`src/rtl/instruction_fetch_unit.sv`:
```
// LEGv8 fetch front end: owns the PC, fetches one word at a time over a req/ack
// handshake, holds it for the control unit and resolves the next PC on accept.
module instruction_fetch_unit #(
  parameter int                 ADDR_W   = 64,
  parameter logic [ADDR_W-1:0]  RESET_PC = '0
) (
  input  logic              clk,
  input  logic              reset_n,
  output logic              imem_req,
  output logic [ADDR_W-1:0] imem_addr,
  input  logic              imem_ack,
  input  logic [31:0]       imem_rdata,
  output logic [31:0]       instr,
  output logic [10:0]       instruction_part,
  output logic [ADDR_W-1:0] instr_pc,
  output logic              instr_valid,
  input  logic              instr_ready,
  input  logic              Branch,
  input  logic              unconditional_branch,
  input  logic              zero,
  output logic              halted,
  output logic [31:0]       retired_count
);

  typedef enum logic [1:0] {RESET_S, FETCH, HOLD, HALT} state_t;

  state_t            state_q, state_d;
  logic [ADDR_W-1:0] pc_q, pc_d;
  logic [31:0]       instr_q, instr_d;
  logic [ADDR_W-1:0] instr_pc_q, instr_pc_d;
  logic [31:0]       count_q, count_d;

  // B uses imm26, CBZ/B.cond use imm19; both are word offsets.
  function automatic logic [ADDR_W-1:0] calc_next_pc(
    input logic [31:0]       ins,
    input logic [ADDR_W-1:0] pc,
    input logic              br,
    input logic              ub,
    input logic              z
  );
    logic [ADDR_W-1:0] imm;
    if (ub) imm = {{(ADDR_W-26){ins[25]}}, ins[25:0]};
    else    imm = {{(ADDR_W-19){ins[23]}}, ins[23:5]};
    if (ub | (br & z)) return pc + (imm << 2);
    return pc + ADDR_W'(4);
  endfunction

  always_ff @(posedge clk or negedge reset_n) begin
    if (!reset_n) begin
      state_q    <= RESET_S;
      pc_q       <= RESET_PC;
      instr_q    <= '0;
      instr_pc_q <= '0;
      count_q    <= '0;
    end else begin
      state_q    <= state_d;
      pc_q       <= pc_d;
      instr_q    <= instr_d;
      instr_pc_q <= instr_pc_d;
      count_q    <= count_d;
    end
  end

  always_comb begin
    state_d     = state_q;
    pc_d        = pc_q;
    instr_d     = instr_q;
    instr_pc_d  = instr_pc_q;
    count_d     = count_q;
    imem_req    = 1'b0;
    instr_valid = 1'b0;
    halted      = 1'b0;
    unique case (state_q)
      RESET_S: state_d = FETCH;
      FETCH: begin
        imem_req = 1'b1;
        if (imem_ack) begin
          instr_d    = imem_rdata;
          instr_pc_d = pc_q;
          state_d    = HOLD;
        end
      end
      HOLD: begin
        instr_valid = 1'b1;
        if (instr_ready) begin
          count_d = count_q + 32'd1;
          // An all-zero word is the halt marker; PC is left where it was.
          if (instr_q == 32'h0) begin
            state_d = HALT;
          end else begin
            pc_d    = calc_next_pc(instr_q, instr_pc_q, Branch, unconditional_branch, zero);
            state_d = FETCH;
          end
        end
      end
      HALT: halted = 1'b1;
      default: state_d = RESET_S;
    endcase
  end

  assign imem_addr        = pc_q;
  assign instr            = instr_q;
  assign instruction_part = instr_q[31:21];
  assign instr_pc         = instr_pc_q;
  assign retired_count    = count_q;

endmodule

```
`config.mk`:
```
export PLATFORM = sky130hd
export DESIGN_NAME = instruction_fetch_unit
export DESIGN_NICKNAME = d
export VERILOG_FILES = /design/src/rtl/instruction_fetch_unit.sv
export SDC_FILE = /design/constraint.sdc
export NUM_CORES = 1
export LEC_CHECK = 0
export ABC_CLOCK_PERIOD_IN_PS = 5500
export CAP_MARGIN = 20
export CORE_MARGIN = 5
export CORE_UTILIZATION = 58
export CTS_BUF_LIST = sky130_fd_sc_hd__clkbuf_8
export CTS_CLUSTER_SIZE = 8
export DETAILED_ROUTE_END_ITERATION = 10
export MAX_ROUTING_LAYER = met4
export PLACE_DENSITY = 0.89
export SLEW_MARGIN = 40
export SYNTH_ARGS = -nofsm -noshare
export SYNTH_HDL_FRONTEND = slang
export SYNTH_SLANG_ARGS = --single-unit
```
`constraint.sdc`:
```
create_clock -name clk -period 5.5 [get_ports clk]
set_input_delay 0.55 -clock clk [delete_from_list [all_inputs] [get_ports clk]]
set_output_delay 0.55 -clock clk [all_outputs]
set_load 0.02 [all_outputs]
```
==> impl_metrics.csv <==
group,metric,value,unit
job,drv_cap,0,
cells_and_area,fillers,1464,
timing,worst_pin_slew,0.8277,ns
die,rows,52,
clocking,clockBufferDepth,2,
cells_and_area,fin_nets,1515,
synthesis,synth_area_leaders,"dfrtp_1 41%, mux2_2 9.4%, xnor2_1 5.2%",
die,dieArea,23450,um2
setup_path,crit_type,"input port to flip-flop",
placed_design,dp_slack,0.5992,ns
clocking,htree_levels,4,
placed_design,port_buffers,244,
cells_and_area,num_antenna_cells,0,
synthesis,synth_most_common_cell,"dfrtp_1",
synthesis,ys_async_sr_fraction,1.000,
route,wl_per_cell,20.75,um
die,die_width,153.1,um
timing,period_share,0.7891,
die,die_h,153.1,um
setup_path,path_max_fanout,18,
global_routing,grt_pass1_vias,10920,
synthesis,synth_seq_area_share,0.4086,
power,p_leak,6.186,nW
placed_design,gp_congestion,0.9419,
synthesis,synth.distinct_cells,78,
cells_and_area,design_area,14750,um2
cells_and_area,finalNonFillerCells,1727,
die,start_util,0.5871,
route,vias,10850,
global_routing,grt_pass1_wl,57780,um
route,route.antenna.remaining_nets,0,
placed_design,dp.cells,1695,
clocking,cts_sinks,194,
clocking,ctsResizeCount,0,
global_routing,grt_overflow,0,
global_routing,grt_max_degree,112,
setup_path,r2r.worst_path.cells,11,
clocking,clockRootBuffer,"clkbuf_8",
setup_path,r2r-end,"imem_addr[54]",
timing,hold_viol,0,
global_routing,track_usage,0.3092,
synthesis,synth_edf_count,0,
route,drtPass1Iterations,5,
setup_path,crit_path_start_kind,"input port",
power,power_density,595.7,nW/um2
clocking,cts_tree,"built",
timing,holdWs,0.06150,ns
synthesis,synth_top_area_frac,0.4086,
timing,slew_headroom,0.4424,
placed_design,place_area,14320,um2
die,ioPinCount,245,
cells_and_area,drive_above_1_share,0.1146,
synthesis,ys_ff_latch,194,
synthesis,yosysTopAreaCell,"dfrtp_1",
clocking,cts_setup_buffers,0,
setup_path,worstPathArrival,4.68,ns
route,viasPerCell,6.281,
setup_path,r2r-start,"instr[23]",
timing,slew_viol_final,0,
synthesis,synth_ff_type,"dfrtp_1",
timing,fmax,230.4,MHz
global_routing,antenna_found_initial,0,
timing,min_period,4.340,ns
placed_design,dp_hpwl,26050,um
setup_path,r2r_slack,1.56,ns
timing,skew,0.02183,ns
clocking,cts_buffers,17,
synthesis,yosys_warnings,0,
route,wl,35840,um
clocking,clkTransAtPathRegs,0.12,ns
cells_and_area,area_delta_synth_final,24.19,%
synthesis,syn_inst,1273,
synthesis,synth_common_cells,"194 x dfrtp_1, 152 x nand2_1, 99 x mux2_2",
worst_hold_path,hold_class,"input port to async pin",
setup_path,worstSetupStartpoint,"Branch",
outcome,outcome,"finished, final reports clean",
timing,tns,0,ns
clocking,hold_buffers,0,
power,peakVddDrop,0.0004466,V
route,drc,0,
timing,rsz0062_at_grt,"false",
synthesis,syn_nets,1344,
synthesis,synth_area,11880,um2
timing,setup-violations-final,0,
setup_path,crit_required,5.84,ns
route,drt_iter0_markers,1012,
timing,setup_ws,1.160,ns
die,fp.coreArea,20230,um2
clocking,clkLatencyLatePin,0.50,ns
synthesis,synth_area_per_cell,9.332,um2
setup_path,end_kind,"flip-flop",
[cell type report]
type | instances | area (um2) | area share
timing repair buffer | 252 | 2531 | 0.1716
clock inverter | 15 | 192.7 | 0.01306
clock buffer | 17 | 234.0 | 0.01586
sequential | 194 | 4855 | 0.3290
multi-input combinational | 955 | 6514 | 0.4415
inverter | 24 | 90.09 | 0.006106
tap | 270 | 337.8 | 0.02290
[state kept, by name (all words and copies together), names as in the netlist]
signal,flops
instr,32
state_q,2
instr_pc,64
imem_addr,64
retired_count,32
[metrics by stage]
stage | power (mW) | util
floorplan | 5.740 | -
global placement | 7.588 | 0.7073
detailed placement | 7.709 | 0.7075
CTS | 8.746 | 0.7285
global route | 9.284 | 0.7292
finish | 8.789 | 0.7292
[cells in the final DEF (no fill, tap or decap), types with 6 or more instances in the layout]
master	netlist	routed
clkdlybuf4s50_1	0	243
dfrtp_1	194	194
nand2_1	152	151
mux2_2	99	99
o21ai_0	90	90
xnor2_1	70	70
nor2_1	67	65
a21oi_1	55	55
nand3_1	52	52
ha_1	31	31
nor4_1	31	30
inv_1	24	25
xor2_1	24	24
and3_1	24	24
nor3_1	24	24
nand4_1	22	22
clkbuf_8	0	18
a22o_1	16	16
or3_1	16	16
a31oi_1	13	13
a21o_1	13	13
mux2i_1	12	12
o211ai_1	8	8
or4_1	8	8
and2_1	7	7
nor2b_1	6	6
buf_4	13	6
[layer usage]
metal / vias up / global-route usage / share of wire
met2: 574 / 0.5031 / 0.49
li1: 4911 / - / -
met5: - / - / 0
met1: 5279 / 0.3933 / 0.40
met3: 83 / 0.06474 / 0.083
met4: 0 / 0.08994 / 0.025
[logic make-up after synthesis]
kind of cell,share of synthesized area
AND/OR/NAND/NOR,0.1920
AO/OA/AOI/OAI,0.1447
flip-flops,0.4086
buffers and inverters,0.04539
multiplexers,0.1039
XOR/XNOR,0.06930
adder cells (fa/ha/maj),0.03602
[worst max-delay path, stage by stage]
cell	delay, ns
clkdlybuf4s50_1	0.55
nand2_1	0.09
nor2_2	0.61
a22o_1	0.24
ha_1	0.31
a21oi_1	0.23
o21ai_0	0.14
a221oi_1	0.64
a2111oi_1	0.23
o31ai_1	0.56
mux2i_1	0.29
xor2_1	0.16
o21ai_0	0.08
[how the worst max path moves through the flow]
| stage | cells past startpoint | slack [ns] | endpoint |
|---|---|---|---|
| final | 13 | 1.16 | imem_addr[39] |
| after global routing | 13 | 0.80 | imem_addr[39] |
| after CTS | 13 | 1.08 | imem_addr[55] |
| after detailed placement | 13 | 0.60 | imem_addr[55] |
| after global placement | 13 | 0.41 | imem_addr[55] |
| after floorplan | 14 | 1.75 | imem_addr[39] |
[report_power, final]
| group | internal (mW) | switching, mW |
|---|---|---|
| Combinational | 2.26 | 2.71 |
| Sequential | 1.95 | 0.863 |
| Clock | 0.391 | 0.610 |
No activity file was read; power rests on OpenSTA's default activity.
